File: src/rtl/fb_pkg.sv
// Shared defaults, grant encoding and sizing helper for the frame-buffer port arbiter.
package fb_pkg;
    localparam int FB_ADDR_W = 16;
    localparam int FB_DATA_W = 7;

    typedef enum logic [1:0] {
        GNT_NONE = 2'd0,
        GNT_RD   = 2'd1,
        GNT_WR   = 2'd2
    } gnt_e;

    // Occupancy needs one extra bit so a full FIFO is distinguishable from empty.
    function automatic int fb_level_w(input int depth);
        return $clog2(depth) + 1;
    endfunction
endpackage

File: src/rtl/fb_port_arbiter_if.sv
// Scanout, pixel-write and RAM signals of the frame-buffer arbiter bundled as one interface.
interface fb_port_arbiter_if
    import fb_pkg::*;
#(
    parameter int ADDR_W = FB_ADDR_W,
    parameter int DATA_W = FB_DATA_W
);
    logic              rd_req;
    logic [ADDR_W-1:0] rd_addr;
    logic [DATA_W-1:0] rd_data;
    logic              rd_valid;
    logic              rd_miss;
    logic              wr_valid;
    logic              wr_ready;
    logic [ADDR_W-1:0] wr_addr;
    logic [DATA_W-1:0] wr_data;
    logic [ADDR_W-1:0] mem_addr;
    logic              mem_we;
    logic [DATA_W-1:0] mem_wdata;
    logic [DATA_W-1:0] mem_rdata;

    // Master is the surrounding system (requesters and RAM); slave is the arbiter.
    modport master (
        output rd_req, rd_addr, wr_valid, wr_addr, wr_data, mem_rdata,
        input  rd_data, rd_valid, rd_miss, wr_ready, mem_addr, mem_we, mem_wdata
    );

    modport slave (
        input  rd_req, rd_addr, wr_valid, wr_addr, wr_data, mem_rdata,
        output rd_data, rd_valid, rd_miss, wr_ready, mem_addr, mem_we, mem_wdata
    );
endinterface

File: src/rtl/fb_wr_fifo.sv
// Parameterised synchronous FIFO for queued pixel writes; pointers wrap modulo DEPTH.
module fb_wr_fifo
    import fb_pkg::*;
#(
    parameter int  WIDTH   = FB_ADDR_W + FB_DATA_W,
    parameter int  DEPTH   = 4,
    localparam int PTR_W   = $clog2(DEPTH),
    localparam int LEVEL_W = fb_level_w(DEPTH)
) (
    input  logic               clk,
    input  logic               reset,
    input  logic               push,
    input  logic               pop,
    input  logic [WIDTH-1:0]   push_data,
    output logic [WIDTH-1:0]   head,
    output logic               full,
    output logic               empty,
    output logic [LEVEL_W-1:0] level
);
    logic [WIDTH-1:0] store [DEPTH];
    logic [PTR_W-1:0] wr_ptr;
    logic [PTR_W-1:0] rd_ptr;
    logic             do_push;
    logic             do_pop;

    assign full    = (level == LEVEL_W'(DEPTH));
    assign empty   = (level == '0);
    assign do_push = push && !full;
    assign do_pop  = pop && !empty;
    assign head    = store[rd_ptr];

    always_ff @(posedge clk or posedge reset) begin
        if (reset) begin
            wr_ptr <= '0;
            rd_ptr <= '0;
            level  <= '0;
        end else begin
            if (do_push) wr_ptr <= wr_ptr + 1'b1;
            if (do_pop)  rd_ptr <= rd_ptr + 1'b1;
            case ({do_push, do_pop})
                2'b10:   level <= level + 1'b1;
                2'b01:   level <= level - 1'b1;
                default: level <= level;
            endcase
        end
    end

    // Storage needs no reset: discarding entries only requires clearing the pointers.
    always_ff @(posedge clk) begin
        if (do_push) store[wr_ptr] <= push_data;
    end
endmodule

File: src/rtl/fb_port_arbiter.sv
// Frame-buffer port arbiter: scanout reads own the single RAM port, pixel writes
// queue in a FIFO and drain in read-free cycles or through a forced starvation slot.
module fb_port_arbiter
    import fb_pkg::*;
#(
    parameter int  ADDR_W       = FB_ADDR_W,
    parameter int  DATA_W       = FB_DATA_W,
    parameter int  FIFO_DEPTH   = 4,
    parameter int  STARVE_LIMIT = 3,
    localparam int LEVEL_W      = fb_level_w(FIFO_DEPTH)
) (
    input  logic               clk,
    input  logic               reset,
    fb_port_arbiter_if.slave   bus,
    output logic [LEVEL_W-1:0] fifo_level
);
    localparam int SC_W = $clog2(STARVE_LIMIT + 1);

    logic                     full;
    logic                     empty;
    logic                     pop;
    logic                     forced;
    logic [ADDR_W+DATA_W-1:0] head;
    logic [ADDR_W-1:0]        head_addr;
    logic [DATA_W-1:0]        head_data;
    logic [SC_W-1:0]          starve_cnt;
    logic                     rd_v1;
    logic                     rd_v2;
    gnt_e                     gnt;

    fb_wr_fifo #(.WIDTH(ADDR_W + DATA_W), .DEPTH(FIFO_DEPTH)) u_fifo (
        .clk       (clk),
        .reset     (reset),
        .push      (bus.wr_valid),
        .pop       (pop),
        .push_data ({bus.wr_addr, bus.wr_data}),
        .head      (head),
        .full      (full),
        .empty     (empty),
        .level     (fifo_level)
    );

    assign {head_addr, head_data} = head;
    assign bus.wr_ready = !full;
    assign pop = (gnt == GNT_WR);

    // Grant uses only registered state plus the live read request; the forced slot beats scanout.
    always_comb begin
        forced = (starve_cnt == SC_W'(STARVE_LIMIT)) && !empty;
        gnt    = GNT_NONE;
        if (forced)           gnt = GNT_WR;
        else if (bus.rd_req)  gnt = GNT_RD;
        else if (!empty)      gnt = GNT_WR;
    end

    always_ff @(posedge clk or posedge reset) begin
        if (reset) begin
            bus.mem_addr  <= '0;
            bus.mem_we    <= 1'b0;
            bus.mem_wdata <= '0;
            bus.rd_data   <= '0;
            bus.rd_valid  <= 1'b0;
            bus.rd_miss   <= 1'b0;
            rd_v1         <= 1'b0;
            rd_v2         <= 1'b0;
            starve_cnt    <= '0;
        end else begin
            case (gnt)
                GNT_RD: begin
                    bus.mem_addr <= bus.rd_addr;
                    bus.mem_we   <= 1'b0;
                end
                GNT_WR: begin
                    bus.mem_addr  <= head_addr;
                    bus.mem_wdata <= head_data;
                    bus.mem_we    <= 1'b1;
                end
                default: bus.mem_we <= 1'b0;
            endcase

            // Address register, RAM access and output register give three cycles of read latency.
            rd_v1        <= (gnt == GNT_RD);
            rd_v2        <= rd_v1;
            bus.rd_valid <= rd_v2;
            if (rd_v2) bus.rd_data <= bus.mem_rdata;
            bus.rd_miss  <= forced && bus.rd_req;

            if (gnt == GNT_WR)
                starve_cnt <= '0;
            else if (full && bus.rd_req && (starve_cnt != SC_W'(STARVE_LIMIT)))
                starve_cnt <= starve_cnt + 1'b1;
        end
    end
endmodule

File: src/flat_wrapper.sv
// flat-port wrapper written by rule: the top's interface ports become plain ports
module fb_port_arbiter_flat import fb_pkg::*;
#(
    parameter int  ADDR_W       = FB_ADDR_W,
    parameter int  DATA_W       = FB_DATA_W,
    parameter int  FIFO_DEPTH   = 4,
    parameter int  STARVE_LIMIT = 3,
    localparam int LEVEL_W      = fb_level_w(FIFO_DEPTH)
)
  (clk, reset, fifo_level, bus_rd_req, bus_rd_addr, bus_wr_valid, bus_wr_addr, bus_wr_data, bus_mem_rdata, bus_rd_data, bus_rd_valid, bus_rd_miss, bus_wr_ready, bus_mem_addr, bus_mem_we, bus_mem_wdata);
  fb_port_arbiter_if #(.ADDR_W(ADDR_W), .DATA_W(DATA_W)) bus_i ();
  input  logic clk;
  input  logic reset;
  output logic [LEVEL_W-1:0] fifo_level;
  input wire logic [$bits(bus_i.rd_req)-1:0] bus_rd_req;
  input wire logic [$bits(bus_i.rd_addr)-1:0] bus_rd_addr;
  input wire logic [$bits(bus_i.wr_valid)-1:0] bus_wr_valid;
  input wire logic [$bits(bus_i.wr_addr)-1:0] bus_wr_addr;
  input wire logic [$bits(bus_i.wr_data)-1:0] bus_wr_data;
  input wire logic [$bits(bus_i.mem_rdata)-1:0] bus_mem_rdata;
  output wire logic [$bits(bus_i.rd_data)-1:0] bus_rd_data;
  output wire logic [$bits(bus_i.rd_valid)-1:0] bus_rd_valid;
  output wire logic [$bits(bus_i.rd_miss)-1:0] bus_rd_miss;
  output wire logic [$bits(bus_i.wr_ready)-1:0] bus_wr_ready;
  output wire logic [$bits(bus_i.mem_addr)-1:0] bus_mem_addr;
  output wire logic [$bits(bus_i.mem_we)-1:0] bus_mem_we;
  output wire logic [$bits(bus_i.mem_wdata)-1:0] bus_mem_wdata;
  assign bus_i.rd_req = bus_rd_req;
  assign bus_i.rd_addr = bus_rd_addr;
  assign bus_i.wr_valid = bus_wr_valid;
  assign bus_i.wr_addr = bus_wr_addr;
  assign bus_i.wr_data = bus_wr_data;
  assign bus_i.mem_rdata = bus_mem_rdata;
  assign bus_rd_data = bus_i.rd_data;
  assign bus_rd_valid = bus_i.rd_valid;
  assign bus_rd_miss = bus_i.rd_miss;
  assign bus_wr_ready = bus_i.wr_ready;
  assign bus_mem_addr = bus_i.mem_addr;
  assign bus_mem_we = bus_i.mem_we;
  assign bus_mem_wdata = bus_i.mem_wdata;
  fb_port_arbiter #(.ADDR_W(ADDR_W), .DATA_W(DATA_W), .FIFO_DEPTH(FIFO_DEPTH), .STARVE_LIMIT(STARVE_LIMIT)) u_core (.clk(clk), .reset(reset), .bus(bus_i), .fifo_level(fifo_level));
endmodule
File: config.mk
export PLATFORM = sky130hd
export DESIGN_NAME = fb_port_arbiter_flat
export DESIGN_NICKNAME = d
export VERILOG_FILES = /design/src/rtl/fb_pkg.sv /design/src/rtl/fb_port_arbiter_if.sv /design/src/rtl/fb_wr_fifo.sv /design/src/rtl/fb_port_arbiter.sv /design/src/flat_wrapper.sv
export SDC_FILE = /design/constraint.sdc
export NUM_CORES = 1
export LEC_CHECK = 0
export ABC_AREA = 1
export ABC_CLOCK_PERIOD_IN_PS = 2200
export BUFFER_PORTS_ARGS = -buffer_cell sky130_fd_sc_hd__buf_4
export CORE_ASPECT_RATIO = 0.9
export CORE_UTILIZATION = 45
export DETAILED_ROUTE_END_ITERATION = 8
export GPL_TIMING_DRIVEN = 0
export PLACE_DENSITY = 0.68
export SYNTH_ARGS = -nofsm -noshare
export SYNTH_HDL_FRONTEND = slang
export SYNTH_HIERARCHICAL = 1
export SYNTH_SLANG_ARGS = --single-unit
File: constraint.sdc
create_clock -name clk -period 2.2 [get_ports clk]
set_input_delay 0.11 -clock clk [delete_from_list [all_inputs] [get_ports clk]]
set_output_delay 0.11 -clock clk [all_outputs]
set_load 0.02 [all_outputs]
==> run summary <==
Commonest cells after routing, fill and taps aside: 111 x nand2_1, 97 x buf_4, 92 x edfxtp_1
Number of global-route vias before repair: 4096
CTS tree: yes
Ant diodes: 0
Area of the multi-input gates: 1446 sq um
Register area share after synthesis: 0.6662
H-tree depth: 4
Detail Route Antenna Nets: 0
Max Clk Rate: 467.7 MHz
Clock Skew: 8.740 ps
Final nets: 736
Total gr overflow: 0
Synthesized net count: 570
Via/cell ratio: 4.846
Commonest non-fill, non-tap cell in the layout: nand2_1
Hpwl dp: 8405 um
Clock latency on the worst-skew pair: 410 ps
Clock Power Share: 0.272
Final min period: 2138 ps
Cell count after synthesis: 510
Detailed-route via count: 4114
GRT Total Usage: 0.2090
DR pass1 iterations: 5
Initial drt markers: 192
Total power: 11140 uW
NetSw: 3912 uW
Max_slew headroom: 0.4684
Pin count of the biggest net entering global routing: 38
Arr. time, crit path: 2430 ps
Kind of critical path: reg2reg
Routed Wire Length: 12880 um
DRC violations left: 0
Starting Density: 0.4709
Die area: 13350 sq um
GPL Wtd Cong: 0.7657
Internal power: 7231 uW
CP Launch Type: flop
Combinational Power Share: 0.386
Synthesis-to-layout area growth: 37.80%
Worst Path Required: 2490 ps
Power per Cell Area: 1394 nW/um^2
Die X-Extent: 121.7 um
Initial antenna violation count: 0
Worst Setup End Kind: flop
Syn Area/Cell: 11.37 sq um
Final setup fails: 0
Part of the power in registers: 0.342
Tcrit/Tclk final: 0.9718
Mapped Area: 5799 sq um
Slew Viols, Final: 0
Seq. cell area: 3867 sq um
IO Count: 87
IO Port Bufs: 86
#FFs+latches synth: 136
YS warnings: 6
Max clock buf depth: 2
Placed instance count: 760
Leak: 0.003529 uW
Total of max-cap violations: 0
Final Hold Vio Count: 0
Clock-pin slew on the worst setup and hold paths: 60 ps
Total CTS buffers: 17
Tightest Pin Transition: 796.3 ps
Root buf cell: clkbuf_16
CTS Sinks: 136
WL per Instance: 15.18 um
Die Ht: 109.7 um
CORE AREA: 12310 sq um
First-pass GRT wire length: 20330 um
Crit path max fanout: 3
Distinct cells, synth: 23
Status: finished, final reports clean
Sw Share: 0.3510
Hold crit path type: in2async
Non-Filler Instances: 849
FP Rows: 38
Fraction of layout cells with a size suffix above 1: 0.2772
Peak VDD IR: 0.9576 mV
Fill cells: 950
## synthesized netlist by cell type
| cell type | instances | share of area |
|---|---|---|
| buf_4 | 3 | 0.0039 |
| a21oi_2 | 8 | 0.012 |
| nand2_2 | 8 | 0.0086 |
| a21oi_1 | 25 | 0.022 |
| nor2_1 | 23 | 0.015 |
| o211ai_1 | 46 | 0.060 |
| nand4_1 | 1 | 0.0011 |
| inv_2 | 1 | 0.00065 |
| nand2_1 | 115 | 0.074 |
| inv_4 | 1 | 0.0011 |
| buf_6 | 12 | 0.023 |
| ha_1 | 9 | 0.019 |
| dfrtp_1 | 44 | 0.19 |
| nand3_1 | 10 | 0.0086 |
| inv_1 | 86 | 0.056 |
| xnor2_1 | 1 | 0.0015 |
| buf_12 | 1 | 0.0035 |
| edfxtp_1 | 92 | 0.48 |
| clkbuf_1 | 2 | 0.0013 |
| buf_2 | 5 | 0.0043 |
| inv_8 | 1 | 0.0019 |
| fa_1 | 1 | 0.0035 |
| o21ai_0 | 15 | 0.013 |
## state kept, by name, indices dropped and copies added, names as in the netlist
register and count:
u_core/starve_cnt 2, u_core/bus.mem_addr 16, u_core/bus.mem_we 1, u_core/bus.rd_miss 1, u_core/bus.rd_valid 1, u_core/rd_v2 1
u_core/bus.mem_wdata 7, u_core/u_fifo/level 3, u_core/u_fifo/wr_ptr 2, u_core/bus.rd_data 7, u_core/u_fifo/rd_ptr 2, u_core/u_fifo/store 92
u_core/rd_v1 1
## critical path: stages, from the launching register on
cell     delay (ps)
dfrtp_1         370
ha_2            190
inv_1            80
a21oi_4         200
ha_4            180
nand2_2          60
inv_1            60
ha_2            180
inv_2            50
fa_2            360
nand2_2          80
nand3_1          80
nand2_1          70
nand2_1          60
## power groups by stage
stage / logic [uW] / registers (uW) / clock network [uW]
after floorplan: 2190 / 4190 / 0
after CTS: 4200 / 3810 / 3070
after global placement: 3850 / 3840 / 0
final: 4300 / 3810 / 3030
after detailed placement: 4060 / 3850 / 0
after global routing: 4730 / 3880 / 3200
## stage by stage
stage                     hold slack, ps  area (sq um)  setup TNS [ps]  setup slack (ps)  utilization
final                              206.7          7991               0             62.01       0.6490
after global routing               215.8          7991          -24.70            -24.70       0.6490
after CTS                          198.2          7908               0             2.848       0.6421
after detailed placement           84.25          6750          -502.7            -256.4       0.5482
after global placement             70.49          6655          -71670            -789.8       0.5404
after floorplan                   -86.81          5809          -94.23            -1.024            -
## area by class of cell
class | instances | share of cell area
multi-input combinational | 262 | 0.1810
clock buffer | 20 | 0.05464
tap | 160 | 0.02505
timing repair buffer | 147 | 0.1603
inverter | 89 | 0.04368
clock inverter | 12 | 0.02505
sequential | 136 | 0.4840
buffer | 23 | 0.02630
## cell families after synthesis
group / after synthesis / share of synthesized area
simple gates: 157 / 0.1077
flops: 136 / 0.6662
buf+inv: 112 / 0.09558
compound gates: 94 / 0.1061
fa+ha+maj: 10 / 0.02287
xor+xnor: 1 / 0.001511
## final timing paths
path,from,end,slack [ps],depth (start not counted)
max,u_core/starve_cnt[0],u_core/u_fifo/level[2],60,13
min,reset,u_core/u_fifo/wr_ptr[0],210,3
max reg2reg,u_core/starve_cnt[0],u_core/u_fifo/level[2],60,13
min reg2reg,u_core/rd_v1,u_core/rd_v2,350,0
max in group asynchronous,reset,u_core/bus.mem_addr[10],1270,3
min in group clk,u_core/rd_v1,u_core/rd_v2,350,0
## per-layer routing
layer / global-route usage / wire length [um] / vias up / part of all wire
li1: - / - / 2021 / -
met1: 0.2719 / 5697 / 1946 / 0.44
met2: 0.3425 / 6220 / 137 / 0.48
met3: 0.05290 / 792 / 10 / 0.061
met4: 0.07055 / 174 / 0 / 0.014
met5: 0 / 0 / - / 0
## timing repair
action	CTS	global route
buffers inserted	1	7
hold buffers	49	0
pin swaps	1	4
hold endpoints to repair	162	0
setup endpoints to repair	2	14
gates resized for setup	7	13
Note: power is estimated with default switching activity, not from simulation.
